===== src/rtl/capture_pkg.sv =====
// Shared types and default sizing for the capture sequencer.
package capture_pkg;

    // The capture sequence: collect pre-trigger history, wait for the
    // trigger, collect post-trigger samples, then hold the result.
    typedef enum logic [2:0] {
        IDLE  = 3'd0,
        FILL  = 3'd1,
        ARMED = 3'd2,
        POST  = 3'd3,
        DONE  = 3'd4
    } capt_state_t;

    localparam int DEF_ENTRIES = 384;
    localparam int DEF_ADDR_W  = 9;

endpackage


===== src/rtl/circ_addr_cnt.sv =====
// Circular address counter that wraps from ENTRIES-1 back to 0.
// prev_addr is the most recently passed address (the one just written
// when the counter advances once per write).
module circ_addr_cnt
    import capture_pkg::*;
#(
    parameter int ENTRIES = DEF_ENTRIES,
    parameter int ADDR_W  = DEF_ADDR_W
) (
    input  logic              clk,
    input  logic              rst_n,
    input  logic              inc,
    output logic [ADDR_W-1:0] addr,
    output logic [ADDR_W-1:0] prev_addr
);

    localparam logic [ADDR_W-1:0] LAST_ADDR = ADDR_W'(ENTRIES - 1);

    logic [ADDR_W-1:0] r_addr;

    // Advance by one per increment request, wrapping at the last entry.
    always_ff @(posedge clk or negedge rst_n) begin
        if (!rst_n) begin
            r_addr <= '0;
        end else if (inc) begin
            r_addr <= (r_addr == LAST_ADDR) ? '0 : r_addr + 1'b1;
        end
    end

    assign addr      = r_addr;
    assign prev_addr = (r_addr == '0) ? LAST_ADDR : r_addr - 1'b1;

endmodule


===== src/rtl/capture_ctrl.sv =====
// Capture sequencer: writes decimated samples into the circular sample
// RAM, arms the trigger units once enough pre-trigger history exists,
// counts the post-trigger samples and reports the final write address.
module capture_ctrl
    import capture_pkg::*;
#(
    parameter int ENTRIES = DEF_ENTRIES,
    parameter int ADDR_W  = DEF_ADDR_W
) (
    input  logic              clk,
    input  logic              rst_n,
    input  logic              run,
    input  logic              wrt_smpl,
    input  logic              triggered,
    input  logic [ADDR_W-1:0] trig_pos,
    input  logic              clr_done,
    output logic              armed,
    output logic              we,
    output logic [ADDR_W-1:0] waddr,
    output logic [ADDR_W-1:0] trig_addr,
    output logic              capture_done,
    output logic              busy
);

    localparam logic [ADDR_W-1:0] TP_MAX      = ADDR_W'(ENTRIES - 1);
    localparam logic [ADDR_W:0]   ENTRIES_CNT = (ADDR_W + 1)'(ENTRIES);

    capt_state_t       r_state, w_state_next;
    logic [ADDR_W:0]   r_smpl_cnt, w_smpl_cnt_next, w_smpl_inc, w_arm_sum;
    logic [ADDR_W-1:0] r_post_cnt, w_post_cnt_next, w_post_inc;
    logic [ADDR_W-1:0] r_tp, w_tp_next, w_tp_clamped;
    logic [ADDR_W-1:0] r_trig_addr, w_trig_addr_next;
    logic              r_capture_done, w_capture_done_next;
    logic              r_armed, w_armed_next;
    logic              w_finish, w_busy, w_we;
    logic [ADDR_W-1:0] w_waddr, w_prev_addr;

    assign w_busy = (r_state == FILL) || (r_state == ARMED) || (r_state == POST);
    assign w_we   = wrt_smpl && w_busy;

    // A post count beyond the RAM depth could overwrite the trigger point.
    assign w_tp_clamped = (trig_pos > TP_MAX) ? TP_MAX : trig_pos;

    // History count saturates at ENTRIES; the sum below cannot overflow
    // ADDR_W+1 bits since both terms are at most ENTRIES.
    assign w_smpl_inc = (r_smpl_cnt == ENTRIES_CNT) ? r_smpl_cnt : r_smpl_cnt + 1'b1;
    assign w_arm_sum  = w_smpl_inc + {1'b0, r_tp};
    assign w_post_inc = r_post_cnt + 1'b1;

    circ_addr_cnt #(
        .ENTRIES (ENTRIES),
        .ADDR_W  (ADDR_W)
    ) u_waddr (
        .clk       (clk),
        .rst_n     (rst_n),
        .inc       (w_we),
        .addr      (w_waddr),
        .prev_addr (w_prev_addr)
    );

    // Next-state and next-value logic for the capture sequence.
    always_comb begin
        w_state_next        = r_state;
        w_smpl_cnt_next     = r_smpl_cnt;
        w_post_cnt_next     = r_post_cnt;
        w_tp_next           = r_tp;
        w_trig_addr_next    = r_trig_addr;
        w_capture_done_next = r_capture_done;
        w_finish            = 1'b0;

        case (r_state)
            IDLE: begin
                if (run && !r_capture_done) begin
                    w_state_next    = FILL;
                    w_smpl_cnt_next = '0;
                    w_post_cnt_next = '0;
                    w_tp_next       = w_tp_clamped;
                end
            end
            FILL: begin
                if (wrt_smpl) begin
                    w_smpl_cnt_next = w_smpl_inc;
                    if (w_arm_sum >= ENTRIES_CNT) begin
                        w_state_next = ARMED;
                    end
                end
            end
            ARMED: begin
                if (triggered) begin
                    if (r_tp == '0) begin
                        w_finish = 1'b1;
                    end else begin
                        w_state_next = POST;
                    end
                end
            end
            POST: begin
                if (wrt_smpl) begin
                    w_post_cnt_next = w_post_inc;
                    if (w_post_inc == r_tp) begin
                        w_finish = 1'b1;
                    end
                end
            end
            DONE: begin
                // A run arriving together with the clear is dropped.
                if (clr_done) begin
                    w_state_next        = IDLE;
                    w_capture_done_next = 1'b0;
                end
            end
            default: begin
                w_state_next = IDLE;
            end
        endcase

        // The last sample is the one being written now, or the one
        // written before if this cycle carries no strobe.
        if (w_finish) begin
            w_state_next        = DONE;
            w_capture_done_next = 1'b1;
            w_trig_addr_next    = w_we ? w_waddr : w_prev_addr;
        end

        w_armed_next = (w_state_next == ARMED) || (w_state_next == POST);
    end

    // State register.
    always_ff @(posedge clk or negedge rst_n) begin
        if (!rst_n) begin
            r_state <= IDLE;
        end else begin
            r_state <= w_state_next;
        end
    end

    // Counters, latched post count and registered status outputs.
    always_ff @(posedge clk or negedge rst_n) begin
        if (!rst_n) begin
            r_smpl_cnt     <= '0;
            r_post_cnt     <= '0;
            r_tp           <= '0;
            r_trig_addr    <= '0;
            r_capture_done <= 1'b0;
            r_armed        <= 1'b0;
        end else begin
            r_smpl_cnt     <= w_smpl_cnt_next;
            r_post_cnt     <= w_post_cnt_next;
            r_tp           <= w_tp_next;
            r_trig_addr    <= w_trig_addr_next;
            r_capture_done <= w_capture_done_next;
            r_armed        <= w_armed_next;
        end
    end

    assign armed        = r_armed;
    assign we           = w_we;
    assign waddr        = w_waddr;
    assign trig_addr    = r_trig_addr;
    assign capture_done = r_capture_done;
    assign busy         = w_busy;

endmodule

===== config.mk =====
export PLATFORM = sky130hd
export DESIGN_NAME = capture_ctrl
export DESIGN_NICKNAME = d
export VERILOG_FILES = /design/src/rtl/capture_pkg.sv /design/src/rtl/circ_addr_cnt.sv /design/src/rtl/capture_ctrl.sv
export SDC_FILE = /design/constraint.sdc
export NUM_CORES = 1
export LEC_CHECK = 0
export ABC_AREA = 0
export CAP_MARGIN = 5
export CORE_MARGIN = 8
export CORE_UTILIZATION = 57
export CTS_CLUSTER_SIZE = 12
export DETAILED_ROUTE_END_ITERATION = 7
export GPL_ROUTABILITY_DRIVEN = 0
export GPL_TIMING_DRIVEN = 0
export PLACE_DENSITY_LB_ADDON = 0.25
export SLEW_MARGIN = 20
export SYNTH_ARGS = -nofsm -noshare
export SYNTH_HDL_FRONTEND = slang
export SYNTH_SLANG_ARGS = --single-unit

===== constraint.sdc =====
create_clock -name clk -period 3.9 [get_ports clk]
set_input_delay 0.975 -clock clk [delete_from_list [all_inputs] [get_ports clk]]
set_output_delay 0.975 -clock clk [all_outputs]
set_load 0.05 [all_outputs]

After elaboration in Yosys (flattened, before gate mapping)
Cells that the tools add are included.

Flip-flop bits (word level): 51. Input bits: 15. Output and inout bits: 22. Logic and storage cells: 71.

Add/sub/neg operators: 5. $lt $le $gt $ge: 2. Eq/ne operators: 12. Multiplexer cells: 27. Reduce and logical (&&, ||, !) cells: 17.

Operator list (count): 9-bit two-way mux (6); 10-bit two-way mux (3); 3-bit two-way mux (7); 10-bit one-hot mux with 2 select lines (1); 9-bit by 1-bit adder with 9-bit output, second input constant (2); 9-bit logical NOT (2); 9-bit one-hot mux with 2 select lines (1); 3-bit one-hot mux with 5 select lines (1); 3-bit by 2-bit == test with 1-bit output, second input constant (4); 10-bit by 1-bit adder with 10-bit output, second input constant (1); 10-bit by 9-bit adder with 10-bit output (1); 10-bit by 9-bit == test with 1-bit output, second input constant (1); 10-bit by 9-bit >= comparator with 1-bit output, second input constant (1); 9-bit == test (1); 9-bit == test, second input constant (1); 9-bit > comparator, second input constant (1); 9-bit by 1-bit subtractor with 9-bit output, second input constant (1); 2-bit nonzero test (4); 1-bit two-way mux (7); 2-bit inequality test, second input constant (3); 3-bit AND reduction (2); 2-bit AND reduction (2); 3-bit by 1-bit == test with 1-bit output, second input constant (1); 3-bit == test, second input constant (1); 5 further kinds (8).

Longest topological paths before layout
Gate-level depths: netlist of the first run.

Word-level depth: 10. Depth in mapped cells: 14. Depth with buffers taken out: 14.

Hierarchy
A second synthesis of the first run with hierarchy kept.

Cell total of the unflattened synthesis: 365. Area total of the unflattened synthesis: 3308.2 um^2.

Modules (own cells, without submodules): capture_ctrl (instances 1, cells each 294, area each 2702.6 um^2, sequential area each 1051.0 um^2); circ_addr_cnt (instances 1, cells each 71, area each 605.6 um^2, sequential area each 225.2 um^2).

Worst setup path after synthesis of the first run
Ideal clock, no wire load.

Path type: reg-to-reg. Start: reg r_smpl_cnt[0]. End: reg r_state[0]. Library setup time: 125 ps. Data arrival time: 2787 ps. Required time: 3775 ps. Setup slack: 987 ps. Cell stages (with the launch flop): 15. Buffers on the path: 0. Clock period less this slack: 2913 ps. Path through: dfrtp_1 inv_1 ha_1 nor3b_1 nand4_1 xnor2_1 ha_1 inv_1 fa_1 nand2b_1 a21oi_1 o22ai_1 xnor2_1 a31o_2 a2111oi_0.

Word-level cells in the longest chain between the ends: 8. Elaborated cells between the ends (all ways): 9. Those cells by class: 2 x add/sub; 1 x order compare; 1 x eq/ne; 5 x mux.

RTL lines: start, declared (line capture_ctrl.sv:29) `logic [ADDR_W:0] r_smpl_cnt, w_smpl_cnt_next, w_smpl_inc, w_arm_sum;`; start signal, assigned (line capture_ctrl.sv:147) `r_smpl_cnt <= w_smpl_cnt_next;`; 10-bit by 1-bit adder with 10-bit output / 10-bit by 9-bit == test with 1-bit output (equally long branches) (line capture_ctrl.sv:46) `assign w_smpl_inc = (r_smpl_cnt == ENTRIES_CNT) ? r_smpl_cnt : r_smpl_cnt + 1'b1;`; 10-bit two-way mux * (line capture_ctrl.sv:46); 10-bit by 9-bit adder with 10-bit output * (line capture_ctrl.sv:47) `assign w_arm_sum = w_smpl_inc + {1'b0, r_tp};`; 10-bit by 9-bit >= comparator with 1-bit output * (line capture_ctrl.sv:83) `if (w_arm_sum >= ENTRIES_CNT) begin`; 3-bit two-way mux * (line capture_ctrl.sv:83); 3-bit two-way mux * (line capture_ctrl.sv:81) `if (wrt_smpl) begin`; 3-bit one-hot mux with 5 select lines * (line capture_ctrl.sv:71) `case (r_state)`; 3-bit two-way mux * (line capture_ctrl.sv:119) `if (w_finish) begin`; net w_state_next[0] (line capture_ctrl.sv:28) `capt_state_t r_state, w_state_next;`; end signal, assigned (line capture_ctrl.sv:133) `r_state <= w_state_next;`; end, declared (line capture_ctrl.sv:28).

Mark *: on every way through the listed nets, which the timed path passes. The rest lies on a longest branch. A chain may end at the register's enable or synchronous reset.

Worst setup path after layout of the first run
Start: in wrt_smpl. End: out we.

Word-level cells in the longest chain between the ends: 1.

RTL lines: start, declared (line capture_ctrl.sv:13) `input logic wrt_smpl,`; 1-bit logical AND (line capture_ctrl.sv:39) `assign w_we = wrt_smpl && w_busy;`; end, declared (line capture_ctrl.sv:18) `output logic we,`.

Every way passes these cells.

==> results.json, run 1 <==
{
  "place_hpwl_um": 5910,
  "start_kind": "primary input",
  "timing.fmax_mhz": 278,
  "clk_latency_ns": 0.30,
  "antenna_found_initial": 0,
  "numClockSinks": 51,
  "path_max_fanout": 10,
  "clkPwrFrac": 0.137,
  "yosysTopAreaCellShare": 0.385,
  "postPlaceCellArea_um2": 3740,
  "synth_cells": 364,
  "crit_path_end_kind": "output port",
  "area_delta_synth_final_pct": 15.4,
  "wl_um": 7980,
  "drive_gt1_frac": 0.0765,
  "wl_per_cell_um": 16.7,
  "start_util": 0.595,
  "cts-root-buf": "clkbuf_8",
  "fin_crit_ns": 3.60,
  "ff2ff_setup_slack_ns": 0.53,
  "ant_nets": 0,
  "synth_ff_type": "dfrtp_1",
  "syn_area_um2": 3320,
  "grt_max_degree": 52,
  "ys_async_sr_fraction": 1.00,
  "synth.largest_area_cell": "dfrtp_1",
  "rsz0062_at_grt": "no",
  "yosysMostFrequentCell": "dfrtp_1",
  "switching_share": 0.462,
  "seqPwrFrac": 0.361,
  "hold_violations": 0,
  "combPwrFrac": 0.501,
  "grt_pass1_vias": 2888,
  "track_usage": 0.195,
  "numCtsBuffers": 5,
  "die_y_um": 92.3,
  "die_area_um2": 8510,
  "synth.distinct_cells": 57,
  "maxCapViolations": 0,
  "tns_ns": 0,
  "drcViolationCount": 0,
  "htree_num_levels": 2,
  "grt.overflow.total": 0,
  "dr.pass1.iters": 4,
  "drtIter0Drc": 187,
  "syn-mean-instance-area_um2": 9.11,
  "vias": 2903,
  "synth.net_count": 394,
  "holdCritPathClass": "reg -> reg",
  "synth-edff-count": 0,
  "clock_path_buffers": 2,
  "setup-violations-final": 0,
  "synthTopCellsByCount": "dfrtp_1 (51), nand2_1 (35), o21ai_0 (33)",
  "p_per_area_nw_per_um2": 594,
  "outcome": "finished, final reports clean",
  "crit_type": "in -> out",
  "ys_top_cells_by_area": "dfrtp_1 (38%), xnor2_1 (6.1%), ha_1 (5.3%), o21ai_0 (5.0%), nand2_1 (4.0%)",
  "ys_seq_area_frac": 0.385,
  "ir_drop_uv": 458,
  "cts_setup_buffers": 0,
  "static-leakage-power_nw": 1.72,
  "timing.hold.ws_ns": 0.516,
  "portBuffers": 34,
  "slew_headroom": 0.456,
  "vias_per_cell": 6.09,
  "rows": 27,
  "grt_pass1_wl_um": 13700,
  "clk_pin_slew_ns": 0.09,
  "cts_tree": "done",
  "min_period_over_period": 0.924,
  "yosysWarningCount": 0,
  "power.net_switching_w": 0.00105,
  "worstMarginPinSlew_ns": 0.814,
  "core_area_um2": 5570,
  "cp_data_arrival_time_ns": 2.63,
  "skew_ns": 0.00457,
  "insertedDiodeCount": 0,
  "finalMaxSlewViolations": 0,
  "design_area_um2": 3830,
  "crit_required_ns": 2.92,
  "synth_seq_cells": 51,
  "intPower_w": 0.00122,
  "io_pins": 37,
  "die_w_um": 92.3,
  "nNetsFinal": 435
}
layout make-up:
class,instances,area (µm²)
Sequential cell,51,1280
Buffer,17,73.8
Tap cell,72,90.1
Multi-Input combinational cell,282,1910
Clock inverter,1,5.00
Inverter,14,52.6
Timing Repair Buffer,34,333
Fill cell,471,1750
Clock buffer,6,82.6
routing by layer:
| metal | vias up | routed length [µm] | global-route usage |
|---|---|---|---|
| li1 | 1387 | - | - |
| met5 | - | 0 | 0 |
| met4 | 0 | 141 | 0.0738 |
| met3 | 13 | 470 | 0.0391 |
| met1 | 1430 | 3550 | 0.254 |
| met2 | 73 | 3830 | 0.313 |
metrics by stage:
| stage | utilization | setup WS [ns] | power (W) | std cells |
|---|---|---|---|---|
| after global placement | 0.672 | -0.153 | 0.00190 | 470 |
| after CTS | 0.687 | 0.0942 | 0.00227 | 477 |
| final | 0.687 | 0.297 | 0.00227 | 477 |
| after floorplan | - | 0.987 | 0.00162 | 364 |
| after detailed placement | 0.672 | -0.213 | 0.00196 | 470 |
| after global routing | 0.687 | 0.175 | 0.00244 | 477 |
registers in the layout, indices dropped and copies added, names as in the netlist:
register	count
armed	1
capture_done	1
r_post_cnt	9
r_smpl_cnt	10
r_state	3
r_tp	9
trig_addr	9
u_waddr.addr	9
worst max-delay path, stage by stage:
cell,delay (ns)
clkdlybuf4s50_1,0.67
and2_4,0.24
clkbuf_1,0.38
clkbuf_2,0.37
cells in the final DEF (no fill, tap or decap), drive strengths merged, types with 6 or more instances in the layout:
cell | synthesis | layout
o21ai | 33 | 33
and3 | 10 | 10
mux2 | 9 | 9
nor4 | 7 | 7
clkdlybuf4s50 | 0 | 32
a21o | 7 | 7
inv | 14 | 14
o31ai | 6 | 6
dfrtp | 51 | 51
nand3 | 23 | 23
buf | 5 | 6
nand2b | 7 | 7
xor2 | 9 | 9
xnor2 | 23 | 23
nand2 | 35 | 35
a21oi | 16 | 16
clkbuf | 12 | 19
ha | 14 | 14
nor2 | 26 | 26
path summary, 6_finish.rpt:
kind | start | to | cells after the start
max | wrt_smpl | we | 4
max reg2reg | r_smpl_cnt[0] | r_state[0] | 14
min reg2reg | capture_done | capture_done | 1
min | capture_done | capture_done | 1
min in group asynchronous | rst_n | r_post_cnt[6] | 1
max in group asynchronous | rst_n | capture_done | 1
power by group through the flow:
stage / registers [W] / clock network, W / logic (W)
6_report: 0.000822 / 0.000312 / 0.00114
5_1_grt: 0.000835 / 0.000341 / 0.00127
4_1_cts: 0.000816 / 0.000317 / 0.00114
3_5_place_dp: 0.000826 / 0 / 0.00113
3_3_place_gp: 0.000819 / 0 / 0.00108
2_1_floorplan: 0.000873 / 0 / 0.000747
cells by family (layout without fill, tap and decap cells):
logic type               Yosys count  after routing  share of synthesized area
AO/OA/AOI/OAI                     95             95                      0.191
XOR/XNOR                          32             32                     0.0845
adder cells (fa/ha/maj)           15             15                     0.0589
buffers and inverters             31             72                     0.0381
flip-flops                        51             51                      0.385
multiplexers                      11             11                     0.0411
AND/OR/NAND/NOR                  129            129                      0.202
what timing repair did:
action,in CTS,in global routing
setup endpoints to repair,1,1
hold buffers,0,0
gates resized for setup,1,2
(Power assumes the default switching activity.)
==> run 2: changes to the inputs <==
- CORE_UTILIZATION: 57 -> 61
- GPL_TIMING_DRIVEN: 0 -> unset
- clock period: 3.9 -> 4.3 ns (I/O delays scaled with it)
==> run 2 against run 1 <==
  * Register-to-register slack gained 0.38 ns
  * Sequential share of layout area shrank 0.26 points
  * Die area shrank 5.4%
  * Critical path depth shrank 1
  * Clock power grew 25%
  * Cell area grew 0.78%
  * First-iteration DRC count shrank 12%
  * Worst hold slack gained 0.0082 ns
  * Largest cell class unchanged
  * Largest power group unchanged
==> results.json, run 2 (synthesis gave the netlist of run 1 again) <==
{
  "cp_data_arrival_time_ns": 2.60,
  "rsz0062_at_grt": "no",
  "slew_headroom": 0.362,
  "holdCritPathClass": "reg -> reg",
  "ir_drop_uv": 413,
  "insertedDiodeCount": 0,
  "die_y_um": 89.7,
  "wl_per_cell_um": 16.9,
  "tns_ns": 0,
  "area_delta_synth_final_pct": 16.3,
  "design_area_um2": 3860,
  "intPower_w": 0.00121,
  "grt_pass1_wl_um": 13300,
  "cts_tree": "done",
  "cts-resized-gates": 0,
  "final_cell_mix": "dfrtp_1 (51), nand2_1 (35), clkdlybuf4s50_1 (35)",
  "cts-root-buf": "clkbuf_8",
  "rows": 27,
  "grt_max_degree": 37,
  "seqPwrFrac": 0.356,
  "dr.pass1.iters": 4,
  "worstMarginPinSlew_ns": 0.933,
  "min_period_over_period": 0.855,
  "crit_required_ns": 3.22,
  "ff2ff_path_depth": 14,
  "holdPathStages": 1,
  "ff2ff_setup_slack_ns": 0.91,
  "hold_violations": 0,
  "maxCapViolations": 0,
  "fin_crit_ns": 3.68,
  "numCtsBuffers": 5,
  "antenna_found_initial": 0,
  "clock_path_buffers": 2,
  "clk_pin_slew_ns": 0.09,
  "largest_reg_flops": 10,
  "portBuffers": 36,
  "wl_um": 7910,
  "vias_per_cell": 6.01,
  "place_hpwl_um": 5800,
  "skew_ns": 0.00909,
  "static-leakage-power_nw": 1.74,
  "start_util": 0.617,
  "htree_num_levels": 2,
  "cts_setup_buffers": 0,
  "grt.overflow.total": 0,
  "timing.hold.ws_ns": 0.525,
  "track_usage": 0.195,
  "largest-register": "r_smpl_cnt",
  "combPwrFrac": 0.462,
  "drcViolationCount": 0,
  "io_pins": 37,
  "n_fill_cell": 388,
  "die_area_um2": 8050,
  "path_max_fanout": 13,
  "crit_path_end_kind": "output port",
  "nNetsFinal": 425,
  "cts_hold_buffers": 0,
  "placedCellCount": 460,
  "final_common_cell": "dfrtp_1",
  "crit_type": "in -> out",
  "die_w_um": 89.7,
  "postPlaceCellArea_um2": 3720,
  "p_per_area_nw_per_um2": 557,
  "clk_latency_ns": 0.31,
  "ant_nets": 0,
  "outcome": "finished, final reports clean",
  "setup-violations-final": 0,
  "drtIter0Drc": 165,
  "drive_gt1_frac": 0.0808,
  "finalMaxSlewViolations": 0,
  "holdPathEnd": "r_post_cnt[8]",
  "core_area_um2": 5370,
  "r2r_end": "r_state[0]",
  "start_kind": "primary input",
  "clkPwrFrac": 0.182,
  "grt_pass1_vias": 2741,
  "timing.fmax_mhz": 272,
  "numClockSinks": 51,
  "switching_share": 0.435,
  "power.net_switching_w": 0.000935,
  "hold_start": "r_post_cnt[8]",
  "worstReg2RegStart": "r_smpl_cnt[0]",
  "stdcell_count": 468,
  "vias": 2815
}
## run 2: cell types whose count changed in the layout (fill, tap and decap cells not counted), sizes merged
| cell | previous run | this run |
|---|---|---|
| bufinv | 0 | 2 |
| clkinv | 1 | 0 |
| clkbuf | 19 | 6 |
| clkdlybuf4s50 | 32 | 35 |
## run 2: worst max-delay path, stage by stage
cell and delay, ns:
clkdlybuf4s50_1 0.48, and2_4 0.22, clkdlybuf4s50_1 0.82
## run 2: metrics by stage
stage	setup slack (ns)	util	power (W)
6_report	0.624	0.718	0.00215
4_1_cts	0.619	0.718	0.00216
3_3_place_gp	0.646	0.693	0.00172
2_1_floorplan	1.39	-	0.00147
5_1_grt	0.558	0.718	0.00230
3_5_place_dp	0.622	0.693	0.00175
## run 2: area by class of cell
type / count / area, µm² / area share
Tap cell: 72 / 90.1 / 0.0234
Timing Repair Buffer: 41 / 393 / 0.102
Multi-Input combinational cell: 282 / 1910 / 0.496
Inverter: 14 / 52.6 / 0.0136
Sequential cell: 51 / 1280 / 0.331
Clock inverter: 2 / 60.1 / 0.0156
Clock buffer: 6 / 72.6 / 0.0188
## run 2: worst max path at each step
stage / from / endpoint / slack (ns) / depth (start not counted)
final: wrt_smpl / we / 0.62 / 3
after global routing: wrt_smpl / we / 0.56 / 3
after CTS: wrt_smpl / we / 0.62 / 3
after detailed placement: wrt_smpl / we / 0.62 / 3
after global placement: wrt_smpl / we / 0.65 / 3
after floorplan: r_smpl_cnt[0] / r_state[0] / 1.39 / 14
## run 2: power groups by stage
stage / clock [W] / combinational (W) / sequential [W]
2_1_floorplan: 0 / 0.000677 / 0.000792
3_3_place_gp: 0 / 0.000954 / 0.000765
3_5_place_dp: 0 / 0.000985 / 0.000768
4_1_cts: 0.000404 / 0.000993 / 0.000761
5_1_grt: 0.000423 / 0.00110 / 0.000779
6_report: 0.000391 / 0.000993 / 0.000764
## run 2: routing by layer
layer,vias up,GRT usage,share of wire
met5,-,0,0
met1,1344,0.246,0.45
met4,0,0.0635,0.014
met3,12,0.0449,0.065
li1,1363,-,-
met2,96,0.320,0.48
==> edit 1 (flow settings as in run 2) <==
The 5 states of `capt_state_t` get a one-hot encoding in 5 bits.
--- a/src/rtl/capture_pkg.sv
+++ b/src/rtl/capture_pkg.sv
@@ -4,10 +4,10 @@
     // The capture sequence: collect pre-trigger history, wait for the
     // trigger, collect post-trigger samples, then hold the result.
-    typedef enum logic [2:0] {
-        IDLE  = 3'd0,
-        FILL  = 3'd1,
-        ARMED = 3'd2,
-        POST  = 3'd3,
-        DONE  = 3'd4
+    typedef enum logic [4:0] {
+        IDLE  = 5'b00001,
+        FILL  = 5'b00010,
+        ARMED = 5'b00100,
+        POST  = 5'b01000,
+        DONE  = 5'b10000
     } capt_state_t;
 
Formal check against the unedited RTL: same outputs for any inputs over 10 cycles, from zero or initial values and one cycle with rst_n low; not proved beyond that.
==> edit 1 against run 2 <==
Power fell by 17%. Setup slack improved by 0.077 ns. Cell area rose by 1.3%. Wire length fell by 0.77%. Combinational power fell by 21%. Area after synthesis rose by 2.5%. Global-route usage rose by 0.15 points. Sequential cell count rose by 2. Register-to-register slack improved by 0.06 ns.
==> edit 1: results (changes against run 2) <==
Clock-pin slew on the worst setup and hold paths: 0.10 ns
Area after DPL: 0.00382 mm^2 (+2.6%)
Area contributors post-synth: dfrtp_1, o21ai_0, ha_1
Post-DP HPWL: 5870 um (+1.2%)
Max reg flops: 10 (unchanged)
Warnings, synthesis: 0 (unchanged)
Worst Min Path Start: capture_done$_DFFE_PN0P_
Rel. slew slack: 0.491 (+0.129)
Placed insts: 474 (+3.0%)
Worst Skew: 0.00640 ns (-0.00268 ns)
WP data arrival: 2.52 ns (-0.08 ns)
Most frequent cells after synthesis: dfrtp_1, o21ai_0, nand2_1
Drt via density: 6.17 (+2.5%)
Max IR drop VDD: 0.267 mV (-35%)
Syn Area/Cell: 9.01 um^2 (-1.0%)
All-Layer GR Usage: 0.196 (+0.00150)
Biggest register: r_smpl_cnt
Status: complete, no violations
Port Buffers: 36 (unchanged)
Syn Nets: 407 (+3.3%)
H-tree Lvls: 2 (unchanged)
Setup Buffers After CTS: 0 (unchanged)
Global-route met2 utilization: 0.314 (-0.00660)
RR Startpoint: r_smpl_cnt[0]$_DFFE_PN0P_
Reg2reg setup slack: 0.97 ns (+0.06 ns)
Share of the yosys chip area belonging to registers: 0.391 (+0.00574)
Min-Delay Path Class: register to register
Hold Worst Slack: 0.517 ns (-0.00797 ns)
Drt first pass iters: 5 (+1)
Share of cells above drive strength 1: 0.0732 (-0.00764)
Netlist cell types: 53 (-7.0%)
Largest net degree at the start of global routing: 29 (-22%)
Tcrit/Tclk final: 0.837 (-0.0179)
# resized after CTS: 0 (unchanged)
Met3 Usage GRT: 0.0449 (unchanged)
CTS Buf Count: 5 (unchanged)
Sw power: 0.784 mW (-16%)
GR Util met1: 0.254 (+0.00816)
Nets: 439 (+3.3%)
Vias in the first global route: 2942 (+7.3%)
Worst setup startpoint: wrt_smpl
Drt wl/cell: 16.3 um (-3.7%)
Worst Path Max Fanout: 11 (-2)
First-pass GRT wire length: 13600 um (+2.8%)
Cell with the largest stage delay on the worst path: clkdlybuf4s50_1
Setup WS pre-CTS: 0.653 ns (+0.0307 ns)
Max Root-Sink Buffers: 2 (unchanged)
Leakage: 1.75 nW (+0.67%)
Fill cells: 416 (+7.2%)
CP max stage delay: 0.59 ns (-0.23 ns)
DR iter-0 viols: 180 (+9.1%)
Post-route non-filler standard cell count: 482 (+3.0%)
N_diodes: 0 (unchanged)
-- edit 1: cell count changes after synthesis, sizes merged, moves of 5 or more --
| cell | before | now |
|---|---|---|
| o21ai | 33 | 39 |
| xnor2 | 23 | 18 |
| nand3 | 23 | 18 |
| xor2 | 9 | 16 |
| nor3 | 4 | 10 |
| a21oi | 16 | 26 |
-- edit 1: layout make-up --
type	instances	area share
clock buffer	6	0.0186
clock inverter	2	0.00384
inverter	15	0.0144
multi-input combinational	294	0.499
sequential	53	0.340
tap	72	0.0231
timing repair buffer	40	0.101
-- edit 1: cells by family (layout without fill, tap and decap cells) --
| family | after synthesis | count (layout) | share of synthesized area |
|---|---|---|---|
| simple gates | 137 | 137 | 0.215 |
| compound gates | 97 | 97 | 0.169 |
| flops | 53 | 53 | 0.391 |
| xor+xnor | 34 | 34 | 0.0876 |
| buf+inv | 30 | 63 | 0.0353 |
| fa+ha+maj | 15 | 15 | 0.0574 |
| mux | 11 | 11 | 0.0446 |
-- edit 1: metrics by stage --
step                utilization  power, mW
global route              0.718       1.94
finish                    0.718       1.79
global placement          0.702       1.48
floorplan                     -       1.28
CTS                       0.718       1.79
detailed placement        0.702       1.51
-- edit 1: per-layer routing --
| layer | vias up | routed length [um] |
|---|---|---|
| li1 | 1422 | - |
| met1 | 1420 | 3610 |
| met2 | 111 | 3600 |
| met3 | 20 | 502 |
| met4 | 0 | 142 |
| met5 | - | 0 |
-- edit 1: power groups by stage --
| stage | logic, mW | clock network, mW | registers, mW |
|---|---|---|---|
| floorplan | 0.534 | 0 | 0.749 |
| global route | 0.891 | 0.308 | 0.737 |
| detailed placement | 0.777 | 0 | 0.729 |
| CTS | 0.783 | 0.287 | 0.720 |
| finish | 0.787 | 0.281 | 0.724 |
| global placement | 0.756 | 0 | 0.725 |
-- edit 1: worst paths after layout --
check,to,cells after the start
setup reg to reg,armed$_DFF_PN0_,13
min in group asynchronous,r_post_cnt[2]$_DFFE_PN0P_,1
setup / recovery,we,4
hold reg to reg,capture_done$_DFFE_PN0P_,2
hold / removal,capture_done$_DFFE_PN0P_,2
max in group asynchronous,r_smpl_cnt[8]$_DFFE_PN0P_,2
-- edit 1: worst max-delay path: cells and delay by family --
kind	cells	cell delay, ns
buffers and inverters	3	1.15
AOI/OAI and AO/OA	1	0.29
==> edit 2 (config.mk and constraints of run 2) <==
Made on the original files. Set the package constant `DEF_ADDR_W` to 8 (it was 9).
--- a/src/rtl/capture_pkg.sv
+++ b/src/rtl/capture_pkg.sv
@@ -13,5 +13,5 @@
 
     localparam int DEF_ENTRIES = 384;
-    localparam int DEF_ADDR_W  = 9;
+    localparam int DEF_ADDR_W  = 8;
 
 endpackage
Interface: changed (resized trig_addr, trig_pos and waddr); port bits go from 37 to 34. No check against the original RTL was run, so the function may have changed too.
==> edit 2 against run 2 <==
Final cell count down 12%. Setup slack worse by 0.11 ns. Utilization up 0.32 points. Largest power group unchanged. Area after synthesis down 12%. Sequential cell count down 5. Non-clock buffer count down 7. Wire length down 12%. Cell area down 13%. Critical path type unchanged. Power down 2.5%.
==> edit 2: results (changes against run 2) <==
Drt via density: 6.08 (+1.0%)
Area contributors post-synth: dfrtp_1, ha_1, o21ai_0
Share of the yosys chip area belonging to registers: 0.395 (+0.0103)
Vias in the first global route: 2473 (-9.8%)
First-pass GRT wire length: 11700 um (-12%)
Worst Min Path Start: trig_addr[3]$_DFFE_PN0P_
Max IR drop VDD: 0.456 mV (+10%)
Port Buffers: 33 (-8.3%)
Synth Area in Compound Gates: 0.155 (-0.0363)
Setup WS pre-CTS: 0.523 ns (-0.0991 ns)
Nets: 388 (-8.7%)
All-Layer GR Usage: 0.199 (+0.00434)
Mux contribution to synthesized area: 0.0378 (-0.00333)
Status: complete, no violations
Rel. slew slack: 0.564 (+0.202)
RR Startpoint: r_smpl_cnt[5]$_DFFE_PN0P_
Fill cells: 355 (-8.5%)
Share of cells above drive strength 1: 0.0752 (-0.00560)
Post-DP HPWL: 5080 um (-12%)
Most frequent cells after synthesis: nand2_1, dfrtp_1, o21ai_0
Max reg flops: 9 (-1)
Warnings, synthesis: 0 (unchanged)
Adder-Cell Fraction of Synth Area: 0.0713 (+0.0124)
Syn Nets: 356 (-9.6%)
Post-Route WL: 6960 um (-12%)
WP data arrival: 2.71 ns (+0.11 ns)
Worst Skew: 0.00465 ns (-0.00443 ns)
Largest net degree at the start of global routing: 47 (+27%)
[edit 2: cell types whose count changed in the layout (fill, tap and decap cells not counted), moves of 5 or more]
cell / before / now
a21o_1: 7 / 0
a21oi_1: 16 / 4
dfrtp_1: 51 / 46
nand2_1: 35 / 47
nand2b_1: 7 / 1
xnor2_1: 23 / 18
[edit 2: layer usage]
metal  up-vias  GRT usage  part of all wire
li1       1226          -                 -
met1      1231      0.240              0.44
met2        38      0.343              0.51
met3        15     0.0396             0.040
met4         0     0.0696             0.017
met5         -          0                 0
[edit 2: final timing paths]
kind,end,slack (ns),depth (start not counted)
max reg2reg,armed$_DFF_PN0_,0.88,10
max in group asynchronous,r_state[0]$_DFF_PN0_,3.12,1
min reg2reg,trig_addr[3]$_DFFE_PN0P_,0.51,1
min,trig_addr[3]$_DFFE_PN0P_,0.51,1
min in group asynchronous,u_waddr.addr[5]$_DFFE_PN0P_,0.77,1
max,we,0.52,4
[edit 2: layout make-up]
| cell class | instances | area, um^2 | area share |
|---|---|---|---|
| clock buffers | 7 | 86.3 | 0.0257 |
| clock inverters | 1 | 5.00 | 0.00149 |
| inverters | 11 | 41.3 | 0.0123 |
| multi-input cells | 260 | 1680 | 0.498 |
| flip-flops and latches | 46 | 1150 | 0.342 |
| well taps | 54 | 67.6 | 0.0201 |
| repair buffers | 34 | 335 | 0.0997 |
[edit 2: where the power goes]
part           switching, mW  internal [mW]  leakage, nW  total, mW
logic                  0.663          0.397        0.876       1.06
clock network          0.144          0.130       0.0482      0.274
registers              0.206          0.554        0.595      0.761
total                   1.01           1.08         1.52       2.09
[edit 2: stage by stage]
step,instances,utilization,area [um^2]
2_1_floorplan,326,-,2910
3_3_place_gp,405,0.701,3270
3_5_place_dp,405,0.701,3270
4_1_cts,413,0.721,3360
5_1_grt,413,0.721,3360
6_report,413,0.721,3360
